### src/rtl/int_to_float.sv
// int_to_float: sequential integer -> {sign, exp, mant} float converter, one normalising shift per clock.
// Optional macro INT_TO_FLOAT_ROUND_EN adds a round-to-nearest-even stage; without it the mantissa is truncated.
module int_to_float #(
  parameter int INT_BITS  = 32,
  parameter int BITS      = 32,
  parameter int EXP_BITS  = 8,
  parameter int MANT_BITS = BITS - EXP_BITS - 1,
  parameter int EXP_BIAS  = 2**(EXP_BITS-1) - 1
) (
  input  logic                in_clk,
  input  logic                in_rst,
  input  logic                in_start,
  input  logic                in_signed,
  input  logic [INT_BITS-1:0] in_int,
  output logic [BITS-1:0]     out_float,
  output logic                out_ready
);

  // state    | meaning
  // ST_READY | idle, result valid, accepts in_start
  // ST_NORM  | shift magnitude left until its MSB is set
  // ST_ROUND | round to nearest even and pack (INT_TO_FLOAT_ROUND_EN only)
  typedef enum logic [1:0] {
    ST_READY = 2'd0,
`ifdef INT_TO_FLOAT_ROUND_EN
    ST_NORM  = 2'd1,
    ST_ROUND = 2'd2
`else
    ST_NORM  = 2'd1
`endif
  } state_t;

  localparam int FRAC_W = INT_BITS + MANT_BITS;
  localparam logic [EXP_BITS-1:0] EXP_INIT = EXP_BITS'(EXP_BIAS + INT_BITS - 1);

  state_t                state_q, state_d;
  logic [INT_BITS-1:0]   mag_q, mag_d;
  logic                  sgn_q, sgn_d;
  logic [EXP_BITS-1:0]   exp_q, exp_d;
  logic [BITS-1:0]       out_float_q, out_float_d;

  logic                  start_sgn;
  logic [INT_BITS-1:0]   start_mag;
  logic [FRAC_W-1:0]     frac;
  logic [MANT_BITS-1:0]  m_trunc;

  assign start_sgn = in_signed & in_int[INT_BITS-1];
  assign start_mag = start_sgn ? (~in_int + INT_BITS'(1)) : in_int;

  // Bits below the hidden one, zero-padded so mantissa, guard and sticky always exist.
  assign frac    = {mag_q[INT_BITS-2:0], {(MANT_BITS+1){1'b0}}};
  assign m_trunc = MANT_BITS'(frac >> INT_BITS);

`ifdef INT_TO_FLOAT_ROUND_EN
  logic                  guard, sticky, round_up;
  logic [MANT_BITS:0]    m_sum;
  logic [MANT_BITS-1:0]  m_rnd;
  logic [EXP_BITS-1:0]   exp_rnd;

  assign guard    = frac[INT_BITS-1];
  assign sticky   = |frac[INT_BITS-2:0];
  assign round_up = guard & (sticky | m_trunc[0]);
  assign m_sum    = {1'b0, m_trunc} + (MANT_BITS+1)'(round_up);
  // On carry-out the low bits are already zero; only the exponent moves.
  assign m_rnd    = m_sum[MANT_BITS-1:0];
  assign exp_rnd  = exp_q + EXP_BITS'(m_sum[MANT_BITS]);
`endif

  always_ff @(posedge in_clk or negedge in_rst) begin
    if (!in_rst) begin
      state_q <= ST_READY;
    end else begin
      state_q <= state_d;
    end
  end

  always_comb begin
    state_d = state_q;
    case (state_q)
      ST_READY: begin
        if (in_start && (start_mag != '0)) begin
          state_d = ST_NORM;
        end
      end
      ST_NORM: begin
        if (mag_q[INT_BITS-1]) begin
`ifdef INT_TO_FLOAT_ROUND_EN
          state_d = ST_ROUND;
`else
          state_d = ST_READY;
`endif
        end
      end
`ifdef INT_TO_FLOAT_ROUND_EN
      ST_ROUND: state_d = ST_READY;
`endif
      default: state_d = ST_READY;
    endcase
  end

  always_comb begin
    out_ready   = (state_q == ST_READY);
    mag_d       = mag_q;
    sgn_d       = sgn_q;
    exp_d       = exp_q;
    out_float_d = out_float_q;
    case (state_q)
      ST_READY: begin
        if (in_start) begin
          sgn_d = start_sgn;
          mag_d = start_mag;
          exp_d = EXP_INIT;
          if (start_mag == '0) begin
            out_float_d = '0;
          end
        end
      end
      ST_NORM: begin
        if (!mag_q[INT_BITS-1]) begin
          mag_d = mag_q << 1;
          exp_d = exp_q - EXP_BITS'(1);
        end else begin
`ifndef INT_TO_FLOAT_ROUND_EN
          out_float_d = {sgn_q, exp_q, m_trunc};
`endif
        end
      end
`ifdef INT_TO_FLOAT_ROUND_EN
      ST_ROUND: out_float_d = {sgn_q, exp_rnd, m_rnd};
`endif
      default: ;
    endcase
  end

  always_ff @(posedge in_clk or negedge in_rst) begin
    if (!in_rst) begin
      mag_q       <= '0;
      sgn_q       <= 1'b0;
      exp_q       <= '0;
      out_float_q <= '0;
    end else begin
      mag_q       <= mag_d;
      sgn_q       <= sgn_d;
      exp_q       <= exp_d;
      out_float_q <= out_float_d;
    end
  end

  assign out_float = out_float_q;

endmodule
### config.mk
export PLATFORM = sky130hd
export DESIGN_NAME = int_to_float
export DESIGN_NICKNAME = d
export VERILOG_FILES = /design/src/rtl/int_to_float.sv
export SDC_FILE = /design/constraint.sdc
export NUM_CORES = 1
export LEC_CHECK = 0
export CORE_UTILIZATION = 55
export DETAILED_ROUTE_END_ITERATION = 6
export PLACE_DENSITY = 0.81
export SLEW_MARGIN = 20
export SYNTH_ARGS = -nofsm -noshare
export SYNTH_HDL_FRONTEND = slang
export SYNTH_SLANG_ARGS = --single-unit
### constraint.sdc
create_clock -name in_clk -period 4.4 [get_ports in_clk]
set_input_delay 1.32 -clock in_clk [delete_from_list [all_inputs] [get_ports in_clk]]
set_output_delay 1.32 -clock in_clk [all_outputs]
set_load 0.01 [all_outputs]
==> results.sh <==
export IMPL_yosys_warnings=0
export IMPL_antenna_found_initial=0
export IMPL_worstSetupStartpointType="input port"
export IMPL_first_iteration_detailed_routing_drc_count=224
export IMPL_cts_inserted_buffers=9
export IMPL_floorplan_initialDensity_pct=56.58
export IMPL_post_synth_inst_count=493
export IMPL_vdd_ir_drop_worst_mv=0.2596
export IMPL_tns_ns=0
export IMPL_timing_worst_setup_path_type="input port to flop"
export IMPL_nFillCells=649
export IMPL_relSlewSlack_pct=34.80
export IMPL_antenna_violating_nets_post_route=0
export IMPL_synth_edf_count=0
export IMPL_yosys_area_top_type="dfrtp_1"
export IMPL_clock_sinks=74
export IMPL_worst_setup_path_end_kind="flop"
export IMPL_drcViolationCount=0
export IMPL_post_cts_resize_count=0
export IMPL_route_vias_total=4082
export IMPL_critical_path_max_stage_delay_ns=0.50
export IMPL_critical_path_slowest_cell="or4_4"
export IMPL_leakagePower_nw=2.423
export IMPL_tritonroute_pass_1_iters=5
export IMPL_grtUsageMet1_pct=36.10
export IMPL_worstPathRequired_ns=4.63
export IMPL_synth_top_cells_by_area="dfrtp_1 40%, mux2i_1 8.7%, o21ai_0 4.5%"
export IMPL_die_w_um=93.71
export IMPL_ctsRootBufferMaster="clkbuf_8"
export IMPL_synth_top_flop_cell="dfrtp_1"
export IMPL_report_power_total_mw=3.128
export IMPL_post_synth_top_count_cell="dfrtp_1"
export IMPL_max_cap_violations=0
export IMPL_grtUsageTotal_pct=28.78
export IMPL_drt_wirelength_per_cell_um=17.71
export IMPL_layout_cell_area_non_filler_um2=5692
export IMPL_chipHeight_um=93.71
export IMPL_max_freq_ghz=0.2477
export IMPL_synth_area_um2=4626
export IMPL_nNetsFinal=596
export IMPL_layout_area_overhead_vs_synth_pct=23.05
export IMPL_globalRouteOverflowTotal=0
export IMPL_vias_per_cell=6.120
export IMPL_ios=69
export IMPL_crit_chain="clkdlybuf4s50_1 > inv_1 > ha_1 > nor4b_4 > and2_1 > a31oi_1 > xor2_1 > or4_4 > nor4_4 > buf_12 > a21oi_1"
export IMPL_min_path_type="flop to flop"
export IMPL_power_density_nw_per_um2=549.5
export IMPL_grt_start_max_net_pins=64
export IMPL_finalSetupViolations=0
export IMPL_status="completed"
export IMPL_clk_insertion_delay_late_ns=0.36
export IMPL_ys_types=60
export IMPL_synth_largest_type_area_fraction_pct=40.03
export IMPL_period_minus_slack_ns=4.037
export IMPL_n_antenna_cell=0
export IMPL_async_flop_share_pct=100.0
export IMPL_floorplan_die_area_um2=8781
export IMPL_sequential_area_share_after_synthesis_pct=40.03
export IMPL_fin_crit_sh_pct=91.74
export IMPL_grt_pass1_vias=3910
export IMPL_crit_arrival_ns=4.27
export IMPL_post_cts_buffers=0
export IMPL_cts_reportedPaths_clkPinSlew_ns=0.08
export IMPL_synthTopCellsByCount="74 x dfrtp_1, 42 x o21ai_0, 41 x nand2_1, 40 x mux2i_1, 36 x nor2_1"
export IMPL_dpl_hpwl_um=8670
export IMPL_max_slew_violation_total_from_the_final_report=0
export IMPL_postLayoutCoreUtil_pct=69.62
export IMPL_postSynthRegisterBits=74
export IMPL_place_port_buffers=68
export IMPL_cts_tree="yes"
export IMPL_gr_usage_met3_pct=4.854
export IMPL_global_route_wire_length_before_repair_um=19250
export IMPL_cts_hold_buf=0
export IMPL_clk_path_buf_depth=2
export IMPL_gp_congestion=0.9583
export IMPL_postSynthNetCount=532
export IMPL_row_count=33
export IMPL_postSynthAreaPerCell_um2=9.383
export IMPL_pin_slew_with_the_least_headroom_to_its_limit_ns=0.9746
export IMPL_fp_coreArea_um2=8175
export IMPL_route_final_wire_length_um=11810
export IMPL_report_final_hold_viol_count=0
export IMPL_finalHoldWorstSlack_ns=0.4890
export IMPL_grt_setup_unrepaired="no"
export IMPL_critical_path_max_fanout=33
export IMPL_timing_clock_skew_ns=0.008028
export IMPL_drive_above_1_share_pct=14.23
export IMPL_global_route_usage_met2_pct=47.93
export IMPL_postPlaceCellArea_um2=5456
export IMPL_cts_htree_levels=3
export IMPL_global_route_peak_usage_layer="met2"
state kept, by name, summed over array words and instances (netlist names):
signal,cells
exp_q,8
out_float,32
state_q,1
sgn_q,1
mag_q,32
area by class of cell:
| cell class | count | area (um2) | area share (%) |
|---|---|---|---|
| clock buffer | 10 | 137.6 | 2.418 |
| sequential | 74 | 1852 | 32.53 |
| timing repair buffer | 94 | 895.9 | 15.74 |
| multi-input combinational | 373 | 2559 | 44.95 |
| tap | 105 | 131.4 | 2.308 |
| inverter | 5 | 18.77 | 0.3297 |
| clock inverter | 6 | 97.59 | 1.715 |
layer usage:
layer / vias to the layer above / part of all wire (%)
met1: 1979 / 42
met3: 31 / 5.3
met2: 149 / 50
met5: - / 0
met4: 0 / 2.9
li1: 1923 / -
logic make-up (layout without fill, tap and decap cells):
| family | after synthesis | after routing | share of synthesized area (%) |
|---|---|---|---|
| muxes | 42 | 42 | 9.142 |
| xor gates and xnor gates | 32 | 32 | 6.059 |
| AOI/OAI and AO/OA | 138 | 138 | 19.83 |
| buffers and inverters | 46 | 115 | 4.760 |
| adders and majority gates | 3 | 3 | 0.8116 |
| and+or+nand+nor | 158 | 158 | 19.37 |
| DFF | 74 | 74 | 40.03 |
path summary, 6_finish.rpt:
path	from	endpoint	slack, ns	cells past startpoint
max	in_int[1]	state_q[0]	0.36	11
min	mag_q[0]	mag_q[0]	0.49	2
max reg2reg	state_q[0]	exp_q[7]	1.85	8
min reg2reg	mag_q[0]	mag_q[0]	0.49	2
max in group asynchronous	in_rst	out_float[6]	2.54	2
min in group asynchronous	in_rst	mag_q[24]	0.83	1
cells in the final DEF (no fill, tap or decap), types with 4 or more instances in the layout:
cell type,instances
clkdlybuf4s50_1,67
a22oi_1,11
xnor2_1,14
dfrtp_1,74
nor2_1,35
nor4_1,6
a21o_1,5
nor3_1,17
a21oi_1,28
inv_1,5
xor2_1,18
clkbuf_8,10
nand2b_1,4
buf_4,24
or3_1,6
o31ai_1,7
o211ai_1,4
nand2_1,40
nand3_1,10
o21ai_0,42
mux2i_1,40
nand4_1,7
a21oi_2,20
where the power goes:
group          switching (mW)  internal [mW]  leakage, nW  total [mW]
clock                   0.275          0.342        0.119       0.617
sequential              0.245          0.970        0.888        1.21
combinational           0.654          0.641         1.42        1.30
total                    1.17           1.95         2.42        3.13
through the flow:
| stage | cells | setup WS, ns |
|---|---|---|
| 2_1_floorplan | 493 | 0.7518 |
| 3_5_place_dp | 651 | 0.04236 |
| 4_1_cts | 667 | 0.4194 |
| 3_3_place_gp | 651 | 0.1742 |
| 5_1_grt | 667 | 0.1307 |
| 6_report | 667 | 0.3633 |
worst max-delay path: cells and delay by family:
family,cells,cell delay [ns]
AOI/OAI and AO/OA,2,0.23
xor gates and xnor gates,1,0.18
adders and majority gates,1,0.24
buffers and inverters,3,0.83
and+or+nand+nor,4,1.45
No activity file was read; power rests on OpenSTA's default activity.
